[config.mk]
export PLATFORM = sky130hd
export DESIGN_NAME = op_uart_core
export DESIGN_NICKNAME = d
export VERILOG_FILES = /design/src/rtl/op_uart_pkg.sv /design/src/rtl/op_uart_transceiver.sv /design/src/rtl/op_uart_core.sv
export SDC_FILE = /design/constraint.sdc
export NUM_CORES = 1
export LEC_CHECK = 0
export ABC_AREA = 1
export ABC_CLOCK_PERIOD_IN_PS = 3450
export BUFFER_PORTS_ARGS = -buffer_cell sky130_fd_sc_hd__clkbuf_2
export CAP_MARGIN = 20
export CORE_ASPECT_RATIO = 0.6
export CORE_UTILIZATION = 30
export CTS_BUF_LIST = sky130_fd_sc_hd__clkbuf_16
export DETAILED_ROUTE_END_ITERATION = 7
export PLACE_DENSITY = 0.47
export SLEW_MARGIN = 20
export SYNTH_ARGS = -nofsm -noshare
export SYNTH_HDL_FRONTEND = slang
export SYNTH_HIERARCHICAL = 1
export SYNTH_SLANG_ARGS = --single-unit
[constraint.sdc]
create_clock -name sys_clk -period 3.45 [get_ports sys_clk]
set_clock_uncertainty 0.1 [all_clocks]
set_input_delay 0.345 -clock sys_clk [delete_from_list [all_inputs] [get_ports sys_clk]]
set_output_delay 0.345 -clock sys_clk [all_outputs]
set_load 0.01 [all_outputs]
[src/rtl/op_uart_pkg.sv]
// Shared constants and FSM state types for the op_uart CSR UART.
package op_uart_pkg;

  localparam logic [1:0] REG_DATA = 2'b00;
  localparam logic [1:0] REG_DIV  = 2'b01;
  localparam logic [1:0] REG_THRU = 2'b10;

  localparam int OVS = 16;

  typedef enum logic [1:0] {TX_IDLE, TX_START, TX_DATA, TX_STOP} tx_state_t;
  typedef enum logic [1:0] {RX_IDLE, RX_START, RX_DATA, RX_STOP} rx_state_t;

endpackage

[src/rtl/op_uart_transceiver.sv]
// Baud tick generator plus 8N1 transmit and receive state machines.
// state    | meaning
// *_IDLE   | line idle, waiting for a launch (TX) or a falling edge (RX)
// *_START  | start bit: TX drives 0 for 16 ticks, RX re-checks the line at mid-bit
// *_DATA   | eight data bits, LSB first
// *_STOP   | stop bit: TX drives 1, RX samples it at mid-bit to validate the frame
module op_uart_transceiver
  import op_uart_pkg::*;
(
  input  logic        clk,
  input  logic        rst,
  input  logic [15:0] divisor,
  input  logic        div_load,
  input  logic [15:0] div_wdata,
  input  logic        tx_start,
  input  logic [7:0]  tx_byte,
  input  logic        rx_in,
  output logic        tx_out,
  output logic        tx_done,
  output logic        rx_sync,
  output logic        rx_valid,
  output logic [7:0]  rx_byte
);

  localparam logic [3:0] TK_LAST = 4'(OVS - 1);
  localparam logic [3:0] TK_HALF = 4'(OVS / 2 - 1);

  logic [15:0] baud_cnt, load_val, div_eff;
  logic        tick;

  // A divisor write reloads straight from the bus so the new rate applies at once.
  always_comb begin
    load_val = div_load ? div_wdata : divisor;
    div_eff  = (load_val == 16'd0) ? 16'd1 : load_val;
    tick     = (baud_cnt == 16'd0);
  end

  always_ff @(posedge clk) begin
    if (rst)                   baud_cnt <= 16'd0;
    else if (div_load || tick) baud_cnt <= div_eff - 16'd1;
    else                       baud_cnt <= baud_cnt - 16'd1;
  end

  tx_state_t  tx_state, tx_next;
  logic [3:0] tx_tk;
  logic [2:0] tx_idx;
  logic [7:0] tx_sh;
  logic       tx_bit_end;

  assign tx_bit_end = tick && (tx_tk == TK_LAST);

  always_ff @(posedge clk) begin
    if (rst) begin
      tx_state <= TX_IDLE;
      tx_tk    <= 4'd0;
      tx_idx   <= 3'd0;
      tx_sh    <= 8'd0;
    end else begin
      tx_state <= tx_next;
      if (tx_state == TX_IDLE) begin
        tx_tk  <= 4'd0;
        tx_idx <= 3'd0;
        if (tx_start) tx_sh <= tx_byte;
      end else if (tick) begin
        tx_tk <= tx_tk + 4'd1;
        if (tx_bit_end && tx_state == TX_DATA) begin
          tx_sh  <= {1'b0, tx_sh[7:1]};
          tx_idx <= tx_idx + 3'd1;
        end
      end
    end
  end

  always_comb begin
    tx_next = tx_state;
    unique case (tx_state)
      TX_IDLE:  if (tx_start) tx_next = TX_START;
      TX_START: if (tx_bit_end) tx_next = TX_DATA;
      TX_DATA:  if (tx_bit_end && tx_idx == 3'd7) tx_next = TX_STOP;
      TX_STOP:  if (tx_bit_end) tx_next = TX_IDLE;
      default:  tx_next = TX_IDLE;
    endcase
  end

  always_comb begin
    tx_out  = 1'b1;
    tx_done = 1'b0;
    unique case (tx_state)
      TX_START: tx_out = 1'b0;
      TX_DATA:  tx_out = tx_sh[0];
      TX_STOP:  tx_done = tx_bit_end;
      default:  tx_out = 1'b1;
    endcase
  end

  logic       rx_s1, rx_s2;
  rx_state_t  rx_state, rx_next;
  logic [3:0] rx_tk;
  logic [2:0] rx_idx;
  logic [7:0] rx_sh;
  logic       rx_half, rx_bit_end;

  assign rx_half    = tick && (rx_tk == TK_HALF);
  assign rx_bit_end = tick && (rx_tk == TK_LAST);

  always_ff @(posedge clk) begin
    if (rst) begin
      rx_s1    <= 1'b1;
      rx_s2    <= 1'b1;
      rx_state <= RX_IDLE;
      rx_tk    <= 4'd0;
      rx_idx   <= 3'd0;
      rx_sh    <= 8'd0;
    end else begin
      rx_s1    <= rx_in;
      rx_s2    <= rx_s1;
      rx_state <= rx_next;
      unique case (rx_state)
        RX_IDLE: begin
          rx_tk  <= 4'd0;
          rx_idx <= 3'd0;
        end
        // Realign the tick count at mid start bit so later samples land mid-bit.
        RX_START: if (tick) rx_tk <= rx_half ? 4'd0 : rx_tk + 4'd1;
        RX_DATA: if (tick) begin
          rx_tk <= rx_tk + 4'd1;
          if (rx_bit_end) begin
            rx_sh  <= {rx_s2, rx_sh[7:1]};
            rx_idx <= rx_idx + 3'd1;
          end
        end
        RX_STOP: if (tick) rx_tk <= rx_tk + 4'd1;
        default: rx_tk <= 4'd0;
      endcase
    end
  end

  always_comb begin
    rx_next = rx_state;
    unique case (rx_state)
      RX_IDLE:  if (!rx_s2) rx_next = RX_START;
      RX_START: if (rx_half) rx_next = rx_s2 ? RX_IDLE : RX_DATA;
      RX_DATA:  if (rx_bit_end && rx_idx == 3'd7) rx_next = RX_STOP;
      RX_STOP:  if (rx_bit_end) rx_next = RX_IDLE;
      default:  rx_next = RX_IDLE;
    endcase
  end

  always_comb begin
    rx_valid = (rx_state == RX_STOP) && rx_bit_end && rx_s2;
    rx_sync  = rx_s2;
    rx_byte  = rx_sh;
  end

endmodule

[src/rtl/op_uart_core.sv]
// CSR-mapped 8N1 UART: register decode, registered read port, irqs and thru mux.
module op_uart_core
  import op_uart_pkg::*;
#(
  parameter logic [3:0] csr_addr = 4'h0,
  parameter int         clk_freq = 50000000,
  parameter int         baud     = 115200
) (
  input  logic        sys_clk,
  input  logic        sys_rst,
  input  logic [13:0] csr_a,
  input  logic        csr_we,
  input  logic [31:0] csr_di,
  output logic [31:0] csr_do,
  output logic        rx_irq,
  output logic        tx_irq,
  input  logic        uart_rx,
  output logic        uart_tx
);

  localparam logic [15:0] DIV_DEFAULT = 16'(clk_freq / (baud * OVS));

  logic        sel, wr;
  logic [1:0]  reg_sel;
  logic [15:0] divisor;
  logic        thru;
  logic [7:0]  rx_data;
  logic        tx_out, tx_done, rx_sync, rx_valid;
  logic [7:0]  rx_byte;
  logic        unused_bits;

  assign sel         = (csr_a[13:10] == csr_addr);
  assign wr          = sel && csr_we;
  assign reg_sel     = csr_a[1:0];
  assign unused_bits = ^{csr_a[9:2], csr_di[31:16]};

  op_uart_transceiver u_xcvr (
    .clk       (sys_clk),
    .rst       (sys_rst),
    .divisor   (divisor),
    .div_load  (wr && reg_sel == REG_DIV),
    .div_wdata (csr_di[15:0]),
    .tx_start  (wr && reg_sel == REG_DATA),
    .tx_byte   (csr_di[7:0]),
    .rx_in     (uart_rx),
    .tx_out    (tx_out),
    .tx_done   (tx_done),
    .rx_sync   (rx_sync),
    .rx_valid  (rx_valid),
    .rx_byte   (rx_byte)
  );

  // Read data uses pre-update register values, so a same-cycle latch shows next read.
  always_ff @(posedge sys_clk) begin
    if (sys_rst) begin
      divisor <= DIV_DEFAULT;
      thru    <= 1'b0;
      rx_data <= 8'd0;
      rx_irq  <= 1'b0;
      tx_irq  <= 1'b0;
      csr_do  <= 32'd0;
    end else begin
      rx_irq <= rx_valid;
      tx_irq <= tx_done;
      if (rx_valid) rx_data <= rx_byte;
      if (wr && reg_sel == REG_DIV)  divisor <= csr_di[15:0];
      if (wr && reg_sel == REG_THRU) thru    <= csr_di[0];
      if (!sel) csr_do <= 32'd0;
      else begin
        unique case (reg_sel)
          REG_DATA: csr_do <= {24'd0, rx_data};
          REG_DIV:  csr_do <= {16'd0, divisor};
          REG_THRU: csr_do <= {31'd0, thru};
          default:  csr_do <= 32'd0;
        endcase
      end
    end
  end

  assign uart_tx = thru ? rx_sync : tx_out;

endmodule

* Word-level counts from Yosys, hierarchy flattened
Index checks and enable logic that the tools add are counted.
** Storage, ports and cells
- Bits in latches :: 0
- Bits in writable memories :: 0
- Word-level logic and storage cells :: 111
- Bits in read-only memories :: 0
- Bits in registers :: 111
- Output and inout bits :: 35
- Memories :: 0
** Cells by class
- Magnitude comparators :: 0
- Muxes and demuxes :: 28
- Multiply operators :: 0
- Shift-type cells :: 0
- Add/subtract/negate cells :: 6
- Eq/ne operators :: 25
- Bitwise gates (word level) :: 2
- Reduce and logical (&&, ||, !) cells :: 33
- Divide/modulo/power cells :: 0
** Operators by type and width (count)
- 16-bit two-way mux :: 3
- 16-bit one-hot mux with 3 select lines :: 1
- 16-bit logical NOT :: 2
- 8-bit two-way mux :: 4
- 16-bit by 1-bit subtractor with 16-bit output, second input constant :: 2
- 2-bit by 1-bit != test with 1-bit output, second input constant :: 10
- 2-bit two-way mux :: 9
- 2-bit one-hot mux with 4 select lines :: 2
- 1-bit logical AND :: 12
- 4-bit two-way mux :: 3
- 4-bit one-hot mux with 3 select lines :: 1
- 2-bit equality test, second input constant :: 5
- 3-bit AND reduction :: 3
- 4-bit by 1-bit adder with 4-bit output, second input constant :: 2
- 4-bit equality test, second input constant :: 2
- 4-bit AND reduction :: 2
- 2-bit OR reduction :: 4
- 3-bit by 1-bit adder with 3-bit output, second input constant :: 2
- 2-bit by 1-bit equality test with 1-bit output, second input constant :: 3
- 3-bit equality test, second input constant :: 2
- 2-bit logical NOT :: 3
- 3-bit two-way mux :: 2
- 3-bit one-hot mux with 2 select lines :: 1
- 2-bit nonzero test :: 3
- other kinds (8) :: 11

* Longest topological paths before layout
- Word-level depth :: 8
- Mapped depth :: 24
- Mapped depth without buffers :: 21

* By module
The synthesis kept the hierarchy.
** Modules (own cells, without submodules)
- op_uart_transceiver :: area an instance 3014.1 µm², times used 1, cells each 467
- op_uart_core :: area an instance 1749.2 µm², times used 1, cells each 235

* Least setup slack after synthesis
OpenSTA, ideal clock, no wires.
- Kind :: input port to flip-flop
- Start :: in csr_a[11]
- End :: reg u_xcvr.baud_cnt[8]
- Arrival :: 2439 ps
- Stages :: 22
- Buffers on the path :: 3
- Path slack :: 782 ps
- Library setup time :: 129 ps
- Required time :: 3221 ps
- Path through :: nor2_1 nand3_2 nor2_4 buf_6 buf_6 inv_2 buf_4 nand2_1 nand2_1 nor2_1 nand2_1 nor2_1 nand2_1 nand2_1 nand2_2 ha_1 nand3_1 nor2_1 nand3_1 inv_2 nor2_1 nor3_2
** On the way
- Word-level cells in the longest chain between the ends :: 8
- Elaborated cells on any way between the ends :: 9
- Classes of those cells :: add/sub: 1; mux: 3; reduce/logical: 5
** Ends and longest elaborated chain
- start, declared :: RTL line op_uart_core.sv:11 : input logic [13:0] csr_a,
- 4-bit logical NOT * :: RTL line op_uart_core.sv:32 : assign sel = (csr_a[13:10] == csr_addr);
- 1-bit logical AND * :: RTL line op_uart_core.sv:33 : assign wr = sel && csr_we;
- 1-bit logical AND * :: RTL line op_uart_core.sv:41 : .div_load (wr && reg_sel == REG_DIV),
- 16-bit two-way mux
- 16-bit logical NOT :: RTL line op_uart_transceiver.sv:34 : div_eff = (load_val == 16'd0) ? 16'd1 : load_val;
- 16-bit two-way mux :: RTL line op_uart_transceiver.sv:34
- 16-bit by 1-bit subtractor with 16-bit output :: RTL line op_uart_transceiver.sv:40 : else if (div_load || tick) baud_cnt <= div_eff - 16'd1;
- 16-bit two-way mux * :: RTL line op_uart_transceiver.sv:40
- end signal, assigned :: RTL line op_uart_transceiver.sv:40
- end signal, assigned :: RTL line op_uart_transceiver.sv:41 : else baud_cnt <= baud_cnt - 16'd1;
- end, declared :: RTL line op_uart_transceiver.sv:28 : logic [15:0] baud_cnt, load_val, div_eff;
Mark *: on every way between the ends. The rest lies on a longest branch, timed or not.
A chain may end at the register's enable or synchronous reset.

* Worst setup path after layout
- Start :: in csr_a[11]
- End :: reg u_xcvr.baud_cnt[12]
The elaborated chain is that of the path after synthesis.

==> impl_metrics.csv <==
group,metric,value,unit
die,die_h,99.61,um
timing,holdWs,90.01,ps
synthesis,synth_area,4763,sq um
worst_setup_path,critPathTopFamily,"simple AND/OR/NAND/NOR gates",
worst_setup_path,crit_path_end_kind,"flop",
placed_design,gp_congestion,0.8169,
worst_setup_path,reg2reg_slack,880,ps
die,die_w,164.7,um
timing,grt_setup_unrepaired,"no",
detailed_routing,wl_per_cell,12.74,um
finish,n_antenna_cell,0,
clocking,clk_latency,340,ps
synthesis,synthAdderAreaFrac,0.02889,
detailed_routing,drtIter0Drc,420,
detailed_routing,drc,0,
die,ioPinCount,85,
flow_run,maxCapViolCount,0,
detailed_routing,viasPerCell,4.597,
synthesis,avgSynthCellArea,6.785,sq um
synthesis,synth_top_area_cell,"dfxtp_1",
timing,fin_ws,809.8,ps
synthesis,synth_top_family_by_area,"simple AND/OR/NAND/NOR gates",
clocking,hold_buffers,0,
finish,drive_gt1_frac,0.1364,
clocking,clkSinkCount,95,
finish,register_area,1902,sq um
finish,fill_cells,1650,
hold_path,min_to,"u_xcvr/rx_s1",
placed_design,pre_cts_slack,498.0,ps
hold_path,min_from,"uart_rx",
clocking,h-tree-depth,3,
synthesis,synth_common_cells,"nand2_1, nor2_1, dfxtp_1",
timing,period_minus_slack,2640,ps
global_routing,first_global_vias,4095,
placed_design,placedCellCount,935,
placed_design,io_buffer_count,44,
worst_setup_path,required,3590,ps
worst_setup_path,r2r_cells,10,
timing,finalSetupTns,0,ps
worst_setup_path,critPathSlowestCell,"buf_4",
worst_setup_path,worst_ep_arrival_time,2780,ps
synthesis,yosys_warnings,6,
global_routing,gr-total-overflow,0,
clocking,cts-root-buf,"clkbuf_16",
detailed_routing,postRouteAntennaNets,0,
worst_setup_path,critical_path_class,"primary input to flop",
detailed_routing,routed-wl-met2,5133,um
die,dieArea,16400,sq um
detailed_routing,dr_wl_met3,541,um
synthesis,async_reset_ff_frac,0,
clocking,tritoncts.num_buffers,9,
worst_setup_path,path_max_fanout,25,
timing,setup_violations,0,
detailed_routing,top_layer_used,"met4",
worst_setup_path,startpoint_type,"primary input",
timing,max_freq,378.8,MHz
synthesis,ys_seq_area_frac,0.3993,
placed_design,hpwl,8922,um
synthesis,synth_cells,702,
finish,fin_nets,804,
power_and_ir_drop,ir_drop,0.3029,mV
clocking,ctsResizeCount,0,
clocking,cts_setup_buffers,0,
finish,multiInputGateArea,2444,sq um
synthesis,ys_ff_latch,95,
detailed_routing,wl_met1,6360,um
synthesis,synth_compound_area_frac,0.08563,
detailed_routing,drt_first_pass_iters,5,
die,num_rows,35,
worst_setup_path,crit_buf_inv,3,
die,start_util,0.3090,
power_and_ir_drop,p_leak,2.439,nW
global_routing,grt_use_total,0.1576,
timing,min_period_over_period,0.7653,
synthesis,yosys.area_share.simple,0.3798,
hold_path,hold_class,"primary input to flop",
synthesis,synth_area_leaders,"dfxtp_1, nand2_1, nor2_1, nand3_1, a21oi_1",
hold_path,hold_depth,2,
synthesis,muxShareOfSynthArea,0.002364,
clocking,cts_max_path_buffers,2,
finish,area_growth,12.61,%
global_routing,grt_pass1_wl,20330,um
timing,hold_viol_final,0,
synthesis,synth_top_area_share,0.3993,
synthesis,synth.distinct_cells,40,
detailed_routing,vias,4372,
power_and_ir_drop,powerDensity,617.9,nW/um^2
timing,slew_headroom,0.5332,
worst_setup_path,max_stage_delay,300,ps
worst_setup_path,crit_chain,"clkbuf_2, nor2_1, nand3_2, nor2_4, buf_4, nand2_1, nand2_1, nor2_1, nand2_1, nor2_1, nand2_1, nand2_1, nand2_2, ha_1, nand3_1, nor2_1, nand3_1, inv_2, nand3_1, nand2_1, nor2_1",
power_and_ir_drop,power,3.314,mW
detailed_routing,drt_wl_total,12120,um
clocking,cts.clk_slew.worst_paths,70,ps
global_routing,antenna_found_initial,0,
synthesis,synth_xor_area_frac,0.003677,
global_routing,grt_max_degree,31,
finish,finalNonFillerCells,951,
worst_setup_path,rr_endpoint,"rx_data[5]",
timing,worst_slew_pin_slew,698.2,ps
synthesis,synth-edff-count,0,
outcome,status,"complete, no violations",
worst_setup_path,crit_top_cell,"nand2_1",
timing,drv_slew,0,
clocking,cts_tree,"built",
synthesis,synth_top_flop_cell,"dfxtp_1",
worst_setup_path,r2r_start,"u_xcvr/baud_cnt[3]",
synthesis,synth.most_common_cell,"nand2_1",
die,core_area,15410,sq um
[routing by layer]
layer,vias to the layer above,global-route usage
met4,0,0.03529
li1,2272,-
met5,-,0
met2,116,0.2314
met3,7,0.03586
met1,1977,0.2314
[worst register-to-register path: cells and delay by family, from the launching register on]
kind / cells / cell delay (ps)
buf+inv: 2 / 610
simple gates: 8 / 1460
flops: 1 / 310
[cell usage in the layout (no fill, tap or decap), drive strengths merged, types with 2 or more instances in the layout]
cell      synthesis  final
nand4             3      3
nand3            48     48
nor3b             2      2
a21oi            45     45
buf              33      8
nor4              2      2
clkinv            3      6
or2               3      3
dfxtp            95     95
a31oi             2      2
clkinvlp          0      2
clkbuf            4     53
ha               11     11
nor2            126    126
o21ai            29     29
nand3b            2      2
nor3             14     14
inv              53     55
conb              1     16
nand2           219    219
[kinds of logic after synthesis]
logic type / count (synthesis)
other cells: 1
xor+xnor: 2
fa+ha+maj: 11
flops: 95
buf+inv: 93
compound gates: 79
mux: 1
simple gates: 420
[metrics by stage]
step                area, sq um    util
floorplan                  4820       -
global placement           5090  0.3302
detailed placement         5090  0.3302
CTS                        5364  0.3480
global route               5364  0.3480
finish                     5364  0.3480
[state kept, by name, indices dropped and copies added (netlist names), 2 cells and up, named ones only]
signal,count
csr_do,16
divisor,16
u_xcvr/baud_cnt,16
rx_data,8
u_xcvr/rx_byte,8
u_xcvr/tx_sh,8
u_xcvr/rx_tk,4
u_xcvr/tx_tk,4
u_xcvr/rx_idx,3
u_xcvr/tx_idx,3
u_xcvr/tx_state,2
[power breakdown]
part           leakage, nW  switching [mW]  internal (mW)
clock                0.131           0.441          0.489
combinational         1.54           0.774          0.367
sequential           0.769          0.0485           1.20
total                 2.44            1.26           2.05
[how the worst max path moves through the flow]
stage / from / endpoint / slack (ps) / cells past startpoint
global route: csr_a[11] / u_xcvr/baud_cnt[10] / 410 / 21
floorplan: csr_a[11] / u_xcvr/baud_cnt[8] / 780 / 22
finish: csr_a[11] / u_xcvr/baud_cnt[12] / 810 / 21
global placement: csr_a[11] / u_xcvr/baud_cnt[12] / 520 / 21
detailed placement: csr_a[11] / u_xcvr/baud_cnt[12] / 500 / 21
CTS: csr_a[11] / u_xcvr/baud_cnt[12] / 850 / 21
[cell type report]
class / count / share of cell area
clock buffers: 9 / 0.04199
clock inverters: 7 / 0.009097
inverters: 56 / 0.03919
multi-input cells: 529 / 0.4556
flip-flops and latches: 95 / 0.3546
well taps: 203 / 0.04735
repair buffers: 52 / 0.05225
Note: power is estimated with default switching activity, not from simulation.
